**src/rtl/ps2_pkg.sv**
```systemverilog
// Shared PS/2 definitions: transmitter FSM states, register map, status bits
// and AXI response codes. The receiver imports this package as well.
package ps2_pkg;

  typedef enum logic [2:0] {
    ST_IDLE,
    ST_INHIBIT,
    ST_REQ,
    ST_SEND,
    ST_ACK,
    ST_RELEASE
  } ps2_state_t;

  localparam logic [15:0] REG_TXDATA = 16'h0000;
  localparam logic [15:0] REG_STATUS = 16'h0004;

  localparam int STAT_BUSY    = 0;
  localparam int STAT_NACK    = 1;
  localparam int STAT_TIMEOUT = 2;
  localparam int STAT_DONE    = 3;

  localparam logic [1:0] RESP_OKAY   = 2'b00;
  localparam logic [1:0] RESP_SLVERR = 2'b10;

  // PS/2 uses odd parity: the bit makes the total count of ones odd.
  function automatic logic odd_parity(input logic [7:0] b);
    return ~^b;
  endfunction

endpackage

```
**src/rtl/ps2_sync.sv**
```systemverilog
// Two-flop synchronizer for the raw PS/2 clock and data lines, plus a
// falling-edge detector on the synchronized clock.
module ps2_sync (
  input  logic clk,
  input  logic rst,
  input  logic ps2_clk_i,
  input  logic ps2_data_i,
  output logic clk_s,
  output logic data_s,
  output logic clk_fall
);

  logic [1:0] clk_ff;
  logic [1:0] data_ff;
  logic       clk_prev;

  // Reset to the idle-high bus level so no false edge appears after reset.
  always_ff @(posedge clk) begin
    if (rst) begin
      clk_ff   <= 2'b11;
      data_ff  <= 2'b11;
      clk_prev <= 1'b1;
    end else begin
      clk_ff   <= {clk_ff[0], ps2_clk_i};
      data_ff  <= {data_ff[0], ps2_data_i};
      clk_prev <= clk_ff[1];
    end
  end

  assign clk_s    = clk_ff[1];
  assign data_s   = data_ff[1];
  assign clk_fall = clk_prev & ~clk_ff[1];

endmodule

```
**src/rtl/ps2_tx.sv**
```systemverilog
// Host-to-device PS/2 transmitter with an AXI-lite register slave: inhibit,
// request-to-send, frame shift under device clock, ACK check and timeout.
module ps2_tx
  import ps2_pkg::*;
#(
  parameter int unsigned INHIBIT_CYCLES = 5000,
  parameter int unsigned TIMEOUT_CYCLES = 1000000
) (
  input  logic        clk,
  input  logic        rst,
  input  logic [15:0] awaddr,
  input  logic [2:0]  awprot,
  input  logic        awvalid,
  output logic        awready,
  input  logic [31:0] wdata,
  input  logic [3:0]  wstrb,
  input  logic        wvalid,
  output logic        wready,
  output logic [1:0]  bresp,
  output logic        bvalid,
  input  logic        bready,
  input  logic [15:0] araddr,
  input  logic [2:0]  arprot,
  input  logic        arvalid,
  output logic        arready,
  output logic [31:0] rdata,
  output logic [1:0]  rresp,
  output logic        rvalid,
  input  logic        rready,
  input  logic        ps2_clk_i,
  input  logic        ps2_data_i,
  output logic        ps2_clk_oe,
  output logic        ps2_data_oe,
  output logic        busy
);

  ps2_state_t  state, state_next;
  logic        clk_s, data_s, clk_fall;
  logic [31:0] cnt;
  logic [3:0]  bit_cnt;
  logic [9:0]  frame;
  logic [7:0]  tx_byte;
  logic        data_bit;
  logic        nack_q, timeout_q, done_q;
  logic        ack_sample, tmo_abort, in_line, timeout_hit;
  logic        axi_ready, wr_fire, is_txdata, start;
  logic [31:0] status_word;
  logic        unused_inputs;

  ps2_sync u_sync (
    .clk       (clk),
    .rst       (rst),
    .ps2_clk_i (ps2_clk_i),
    .ps2_data_i(ps2_data_i),
    .clk_s     (clk_s),
    .data_s    (data_s),
    .clk_fall  (clk_fall)
  );

  assign unused_inputs = ^{awprot, arprot, awaddr[15:4], awaddr[1:0],
                           araddr[15:4], araddr[1:0], wdata[31:8], wstrb[3:1]};

  assign wr_fire     = axi_ready && awvalid && wvalid;
  assign is_txdata   = (awaddr[3:2] == REG_TXDATA[3:2]);
  assign start       = wr_fire && is_txdata && wstrb[0] && (state == ST_IDLE);
  assign in_line     = (state == ST_SEND) || (state == ST_ACK) || (state == ST_RELEASE);
  assign timeout_hit = (cnt == TIMEOUT_CYCLES - 1);

  always_comb begin
    state_next = state;
    ack_sample = 1'b0;
    tmo_abort  = 1'b0;
    case (state)
      ST_IDLE:    if (start) state_next = ST_INHIBIT;
      ST_INHIBIT: if (cnt == INHIBIT_CYCLES - 1) state_next = ST_REQ;
      ST_REQ:     state_next = ST_SEND;
      ST_SEND: begin
        if (clk_fall && bit_cnt == 4'd9) state_next = ST_ACK;
        else if (!clk_fall && timeout_hit) tmo_abort = 1'b1;
      end
      ST_ACK: begin
        if (clk_fall) begin
          ack_sample = 1'b1;
          state_next = ST_RELEASE;
        end else if (timeout_hit) begin
          tmo_abort = 1'b1;
        end
      end
      ST_RELEASE: begin
        if (clk_s && data_s) state_next = ST_IDLE;
        else if (!clk_fall && timeout_hit) tmo_abort = 1'b1;
      end
      default:    state_next = ST_IDLE;
    endcase
    if (tmo_abort) state_next = ST_IDLE;
  end

  // One counter times both the inhibit phase and the device-clock watchdog;
  // it restarts on every state change and on device clock edges on the wire.
  always_ff @(posedge clk) begin
    if (rst) begin
      state     <= ST_IDLE;
      cnt       <= '0;
      bit_cnt   <= '0;
      data_bit  <= 1'b0;
      frame     <= '0;
      tx_byte   <= '0;
      nack_q    <= 1'b0;
      timeout_q <= 1'b0;
      done_q    <= 1'b0;
    end else begin
      state <= state_next;
      if (state_next != state || (in_line && clk_fall)) cnt <= '0;
      else if (state != ST_IDLE) cnt <= cnt + 32'd1;
      if (start) begin
        tx_byte   <= wdata[7:0];
        frame     <= {1'b1, odd_parity(wdata[7:0]), wdata[7:0]};
        nack_q    <= 1'b0;
        timeout_q <= 1'b0;
        done_q    <= 1'b0;
      end
      if (state == ST_REQ) begin
        bit_cnt  <= '0;
        data_bit <= 1'b1;
      end else if (state == ST_SEND && clk_fall) begin
        data_bit <= ~frame[bit_cnt];
        bit_cnt  <= bit_cnt + 4'd1;
      end
      if (ack_sample) begin
        done_q <= 1'b1;
        nack_q <= data_s;
      end
      if (tmo_abort) begin
        done_q    <= 1'b1;
        timeout_q <= 1'b1;
      end
    end
  end

  assign ps2_clk_oe  = (state == ST_INHIBIT) || (state == ST_REQ);
  assign ps2_data_oe = (state == ST_REQ) || ((state == ST_SEND) && data_bit);
  assign busy        = (state != ST_IDLE);

  always_comb begin
    status_word               = '0;
    status_word[STAT_BUSY]    = busy;
    status_word[STAT_NACK]    = nack_q;
    status_word[STAT_TIMEOUT] = timeout_q;
    status_word[STAT_DONE]    = done_q;
  end

  // Write channel: AW and W are accepted together, one outstanding response.
  always_ff @(posedge clk) begin
    if (rst) begin
      axi_ready <= 1'b0;
      bvalid    <= 1'b0;
      bresp     <= RESP_OKAY;
    end else begin
      axi_ready <= awvalid && wvalid && !bvalid && !axi_ready;
      if (wr_fire) begin
        bvalid <= 1'b1;
        bresp  <= (is_txdata && wstrb[0] && state != ST_IDLE) ? RESP_SLVERR : RESP_OKAY;
      end else if (bvalid && bready) begin
        bvalid <= 1'b0;
      end
    end
  end

  assign awready = axi_ready;
  assign wready  = axi_ready;

  always_ff @(posedge clk) begin
    if (rst) begin
      arready <= 1'b0;
      rvalid  <= 1'b0;
      rdata   <= '0;
    end else begin
      arready <= arvalid && !rvalid && !arready;
      if (arready && arvalid) begin
        rvalid <= 1'b1;
        if (araddr[3:2] == REG_TXDATA[3:2])      rdata <= {24'b0, tx_byte};
        else if (araddr[3:2] == REG_STATUS[3:2]) rdata <= status_word;
        else                                     rdata <= '0;
      end else if (rvalid && rready) begin
        rvalid <= 1'b0;
      end
    end
  end

  assign rresp = RESP_OKAY;

endmodule

```
**config.mk**
```make
export PLATFORM = sky130hd
export DESIGN_NAME = ps2_tx
export DESIGN_NICKNAME = d
export VERILOG_FILES = /design/src/rtl/ps2_pkg.sv /design/src/rtl/ps2_sync.sv /design/src/rtl/ps2_tx.sv
export SDC_FILE = /design/constraint.sdc
export NUM_CORES = 1
export LEC_CHECK = 0
export ABC_AREA = 0
export CAP_MARGIN = 20
export CORE_ASPECT_RATIO = 0.7
export CORE_MARGIN = 5
export CORE_UTILIZATION = 41
export DETAILED_ROUTE_END_ITERATION = 10
export PLACE_DENSITY = 0.77
export RECOVER_POWER = 25
export SLEW_MARGIN = 20
export SYNTH_ARGS = -nofsm -noshare
export SYNTH_HDL_FRONTEND = slang
export SYNTH_SLANG_ARGS = --single-unit
```
**constraint.sdc**
```tcl
create_clock -name clk -period 2 [get_ports clk]
set_clock_uncertainty 0.2 [all_clocks]
set_input_delay 0.3 -clock clk [delete_from_list [all_inputs] [get_ports clk]]
set_output_delay 0.3 -clock clk [all_outputs]
set_load 0.01 [all_outputs]
```
==> reports/metrics.csv, run 1 <==
metric,value,unit
flop2flop setup slack,-0.22,ns
vias in the first global route,3405,
final core utilization,60.2,%
status,finished with violations,
Compound-Gate Fraction of Synth Area,8.96,%
relative slew slack,51.4,%
startpoint types,flop,
Cell Pwr Density,655,nW/um2
DR pass1 iterations,5,
"Hold Vio Cnt, Final",0,
Die X,122,um
nets,591,
Cell Rows,28,
drt wl/cell,17.5,um
R2R Path End,cnt[2],
via count,3519,
post-synthesis mux area share,3.30,%
# DRC,0,
adder-cell area share of the yosys netlist,1.39,%
syn avg cell area,8.88,um2
WP data required,2.02,ns
DRT antenna net count,0,
Setup crit end kind,flop,
Post-Syn Area,3600,um2
global route overflow,0,
drt initial violations,371,
grt met2 use,33.4,%
Tcrit/Tclk final,111,%
area share of xor/xnor cells in the synthesized design,10.2,%
hold buffer count at cts,0,
met1 Usage GRT,26.9,%
Slew @ Worst Pin,0.728,ns
post-synth cell types,53,
clock share of power,51.7,%
clock sink count,71,
routed wire length,11000,um
Logic pwr share,5.7,%
largest family of logic cells by synthesized area,simple AND/OR/NAND/NOR gates,
area grow syn2layout,42.2,%
Max Cap Viol,0,
final setup violating endpoints,33,
final-report max-slew violation count,0,
# fillers,644,
failing checks,negative setup slack,
kind of critical path,reg -> reg,
PortBufs,38,
ant diodes,0,
initial antenna violation count,0,
post-synthesis sequential area ratio,39.4,%
max frequency,451,MHz
"commonest non-fill, non-tap cell in the layout",dfxtp_1,
crit path from,awready,
CP Capture Point,cnt[2],
largest net degree at the start of global routing,37,
Starting Density,42.3,%
I/O pin count,127,
LEAKAGE,1.90,nW
clock buffer count from CTS,9,
Worst Reg-to-Reg Cells,7,
Flop pwr share,42.6,%
Syn. warnings,0,
htree depth,3,
number of synthesized flops with an enable pin,0,
CTS Root Cell,clkbuf_16,
Clock Pin Slew Worst Setup and Hold Paths,0.06,ns
worst vdd ir,0.366,mV
"FF+latch count, synth",71,
critical path arrival,2.24,ns
later-pin clock latency in the skew report,0.33,ns
CTS tree,yes,
Die ar.,10800,um2
"FFs w/ async S/R, synth",0,%
Hold Worst Slack,0.181,ns
core area,8510,um2
placer congestion estimate,0.848,
Final Critical Period,2.22,ns
first-pass GRT wire length,17200,um
Longest Clk Path Bufs,2,
routed vias/inst,5.59,
total track usage,20.5,%
Post-synth top flop,dfxtp_1,
Die H,88.5,um
Hold WC Path Type,in -> reg,
met3 usage,4.15,%
internal power,2.61,mW
Syn Inst Count,406,
Post-Synth Simple-Gate Area,27.1,%
Final HPWL DP,6450,um
RSZ-0062 raised after global routing,yes,
GR peak layer,met2,
Reg2Reg Launch Point,awready,
peak fanout along the critical path,8,
Switch Pwr,747,uW
Net Sw Frac,22.3,%
"crit path setup slack, layout",-0.217,ns
most frequent cells in the layout,"65 x dfxtp_1, 60 x buf_4, 32 x nor3_2",
share of post-route cells with drive strength above 1,31.4,%
[kinds of logic after synthesis]
kind of cell	count (synthesis)
compound gates	47
simple gates	178
xor+xnor	42
buf+inv	54
fa+ha+maj	4
other cells	1
mux	9
flops	71
[cell type report]
cell class	count	area (um2)	area share (%)
Clock buffer	10	229	4.47
Sequential cell	71	1430	27.9
Tap cell	120	150	2.93
Inverter	8	30.0	0.586
Timing Repair Buffer	107	953	18.6
Multi-Input combinational cell	307	2240	43.7
Clock inverter	6	92.6	1.81
[synth_stat cells (3+ instances only)]
| master | n | area [um2] |
|---|---|---|
| or2_2 | 6 | 37.5 |
| xnor2_1 | 20 | 175 |
| a21oi_1 | 19 | 95.1 |
| nor4_1 | 8 | 50.1 |
| nand4_1 | 10 | 62.6 |
| dfxtp_1 | 71 | 1420 |
| nor2_1 | 27 | 101 |
| a22oi_1 | 9 | 67.6 |
| mux2i_1 | 4 | 40.0 |
| nor4b_1 | 5 | 43.8 |
| ha_1 | 4 | 50.1 |
| mux2_2 | 3 | 33.8 |
| and3_1 | 5 | 31.3 |
| a211oi_1 | 4 | 30.0 |
| xor2_1 | 22 | 193 |
| clkbuf_1 | 11 | 41.3 |
| nand3b_1 | 3 | 22.5 |
| inv_1 | 8 | 30.0 |
| buf_6 | 4 | 45.0 |
| nand2_1 | 27 | 101 |
| buf_4 | 29 | 218 |
| nor3_1 | 41 | 205 |
| nand2b_1 | 6 | 37.5 |
| nand3_1 | 22 | 110 |
[per-stage QoR]
step | cells | power (mW) | area [um2] | setup TNS, ns | setup slack, ns
5_1_grt | 629 | 3.46 | 5120 | -7.79 | -0.252
2_1_floorplan | 432 | 1.59 | 3710 | 0 | 0.0137
3_3_place_gp | 603 | 1.63 | 4400 | -16.92 | -0.471
3_5_place_dp | 603 | 1.63 | 4400 | -19.44 | -0.545
4_1_cts | 630 | 3.35 | 5080 | -4.34 | -0.158
6_report | 629 | 3.36 | 5120 | -6.43 | -0.217
[critical path, cell delays in order, from the launching register on]
cell and delay (ns):
dfxtp_4 0.36, nand3_4 0.07, or4b_4 0.54, a221o_1 0.40, a21oi_4 0.19, buf_6 0.15, buf_12 0.14, nor3_2 0.05
[registers in the layout, indices dropped and copies added, names as in the netlist, 2 cells and up]
register / count
cnt: 32
frame: 10
rdata: 8
bit_cnt: 4
state: 3
u_sync.clk_ff: 2
u_sync.data_ff: 2
[per-layer routing]
metal	part of all wire, %	wire [um]	vias up
met4	3.4	380	0
met5	0	0	-
met2	46	5080	213
met3	9.1	1010	46
met1	41	4570	1674
li1	-	-	1586
[how the worst min path moves through the flow]
| stage | from | to | slack [ns] | cells after the start |
|---|---|---|---|---|
| floorplan | u_sync.clk_ff[0] | u_sync.clk_ff[1] | 0.19 | 1 |
| finish | awvalid | awready | 0.18 | 3 |
| global route | awvalid | awready | 0.19 | 3 |
| global placement | u_sync.data_ff[0] | u_sync.data_ff[1] | 0.19 | 1 |
| CTS | awvalid | awready | 0.15 | 3 |
| detailed placement | u_sync.data_ff[0] | u_sync.data_ff[1] | 0.19 | 1 |
[power groups by stage]
stage          sequential [mW]  clock, mW  combinational, mW
2_1_floorplan             1.46          0              0.132
3_3_place_gp              1.46          0              0.172
3_5_place_dp              1.46          0              0.175
4_1_cts                   1.43       1.74              0.185
5_1_grt                   1.43       1.83              0.205
6_report                  1.43       1.74              0.192
[repair_timing]
item	in CTS	in global routing
resized for setup	50	30
pin swaps	25	15
buffers inserted	8	3
hold endpoints to repair	0	0
endpoints found under the setup margin	36	40
gates cloned	3	0
No activity file was read; power rests on OpenSTA's default activity.
==> run 2, diff against run 1 <==
--- a/config.mk
+++ b/config.mk
@@ -9,9 +9,8 @@
 export CAP_MARGIN = 20
 export CORE_ASPECT_RATIO = 0.7
 export CORE_MARGIN = 5
-export CORE_UTILIZATION = 41
+export CORE_UTILIZATION = 30
 export DETAILED_ROUTE_END_ITERATION = 10
-export PLACE_DENSITY = 0.77
 export RECOVER_POWER = 25
 export SLEW_MARGIN = 20
 export SYNTH_ARGS = -nofsm -noshare
==> run 2 against run 1 <==
Compared with the run above: the flow still finishes with violations (negative setup slack); worst setup slack improved by 0.055 ns; global-route usage down 5.7 points; final cell count up 7.5%; clock-buffer cell count is 1 lower; sequential cell count is the same; fmax grew 2.5%.
==> reports/metrics.csv, run 2 (synthesis results as in run 1) <==
metric,value,unit
status,finished with violations,
failing checks,negative setup slack,
Slew @ Worst Pin,0.524,ns
via count,3309,
Die ar.,14300,um2
global route overflow,0,
Starting Density,30.7,%
drt wl/cell,15.5,um
WP data required,2.03,ns
Placed Area,4510,um2
most frequent cells in the layout,"70 x buf_4, 61 x dfxtp_1, 31 x clkdlybuf4s50_1",
DP Cell Count,649,
startpoint types,flop,
Longest Clk Path Bufs,2,
Hold Worst Slack,0.128,ns
routed wire length,10500,um
internal power,2.49,mW
Hold WC Path Type,in -> reg,
I/O pin count,127,
critical path arrival,2.19,ns
Critical Path Stages,7,
final-report max-slew violation count,0,
Max Cap Viol,0,
routed vias/inst,4.89,
Top delay family on crit path,simple AND/OR/NAND/NOR gates,
"Hold Vio Cnt, Final",0,
area grow syn2layout,44.7,%
initial antenna violation count,0,
# fillers,1132,
ant diodes,0,
clock share of power,50.5,%
drt initial violations,202,
later-pin clock latency in the skew report,0.34,ns
Worst Path Buf+Inv,2,
Switch Pwr,783,uW
total track usage,14.7,%
nets,601,
first-pass GRT wire length,16600,um
Die H,102,um
Die X,141,um
Flop pwr share,43.6,%
final setup violating endpoints,33,
RSZ-0062 raised after global routing,yes,
Tcrit/Tclk final,108,%
DRT antenna net count,0,
Setup crit end kind,flop,
htree depth,3,
"commonest non-fill, non-tap cell in the layout",buf_4,
worst vdd ir,0.334,mV
peak fanout along the critical path,8,
vias in the first global route,3155,
setup TNS,-4.55,ns
Final Critical Period,2.16,ns
clock sink count,71,
WHS Path Cells,3,
Cell Rows,33,
hold buffer count at cts,0,
Final HPWL DP,7100,um
Net Sw Frac,23.9,%
Logic pwr share,5.9,%
CTS tree,yes,
biggest regs,"cnt (32), frame (10), rdata (8)",
crit-path max cell delay,0.51,ns
relative slew slack,65.1,%
# DRC,0,
share of post-route cells with drive strength above 1,32.4,%
Biggest register,cnt,
Worst Reg-to-Reg Cells,7,
max FFs per register,32,
LEAKAGE,1.95,nW
PortBufs,38,
placer congestion estimate,0.826,
clock buffer count from CTS,9,
non-filler instance count after layout,676,
"crit path setup slack, layout",-0.162,ns
"Design Area, Final",5220,um2
Cell Pwr Density,627,nW/um2
CP max-delay cell,or4b_4,
max frequency,462,MHz
DR pass1 iterations,4,
Clock Pin Slew Worst Setup and Hold Paths,0.06,ns
largest net degree at the start of global routing,26,
CTS Root Cell,clkbuf_16,
kind of critical path,reg -> reg,
crit-path cells,nand3_2 > or4b_4 > a221o_1 > a21oi_4 > buf_6 > buf_12 > nor3_1,
core area,11700,um2
run 2: changes by cell type in the layout (fill, tap and decap cells not counted), moves of 3 or more:
| cell | change |
|---|---|
| dfxtp_2 | +4 |
| dfxtp_1 | -4 |
| nor3_1 | +8 |
| clkinv_4 | +3 |
| nor3_2 | -9 |
| buf_4 | +10 |
run 2: layout make-up:
| class | count | area, um2 | area share (%) |
|---|---|---|---|
| inverter | 8 | 33.8 | 0.647 |
| tap | 157 | 196 | 3.76 |
| multi-input combinational | 307 | 2210 | 42.4 |
| sequential | 71 | 1440 | 27.5 |
| clock inverter | 7 | 78.8 | 1.51 |
| clock buffer | 9 | 225 | 4.32 |
| timing repair buffer | 117 | 1040 | 19.9 |
run 2: tightest hold or removal path, delay by kind of cell:
kind,cells,cell delay [ns]
buf+inv,1,0.25
simple gates,2,0.10
run 2: path summary, 6_finish.rpt:
kind,from,to,slack (ns)
max,awready,cnt[4],-0.16
min,awvalid,awready,0.13
max reg2reg,awready,cnt[4],-0.16
min reg2reg,u_sync.data_ff[0],u_sync.data_ff[1],0.23
run 2: per-stage QoR:
stage	util, %	setup slack (ns)	power (mW)
after detailed placement	38.5	-0.531	1.64
after global routing	44.5	-0.209	3.37
after CTS	43.9	-0.172	3.29
final	44.5	-0.162	3.27
after floorplan	-	0.0137	1.59
after global placement	38.5	-0.475	1.64
run 2: repair_timing:
action	in CTS	in global routing
pin swaps	16	11
cloned	3	0
setup buffers	9	2
endpoints found under the setup margin	41	40
gates resized for setup	43	30
endpoints found under the hold margin	0	0
run 2: layer usage:
layer,track usage [%],share of wire [%]
met5,0,0
met4,4.24,0.70
met3,4.20,5.7
met2,21.8,45
met1,21.0,49
run 2: power groups by stage:
stage	Combinational, mW	Sequential, mW	Clock (mW)
2_1_floorplan	0.132	1.46	0
3_3_place_gp	0.179	1.46	0
3_5_place_dp	0.182	1.46	0
4_1_cts	0.191	1.43	1.67
5_1_grt	0.208	1.43	1.74
6_report	0.193	1.43	1.65
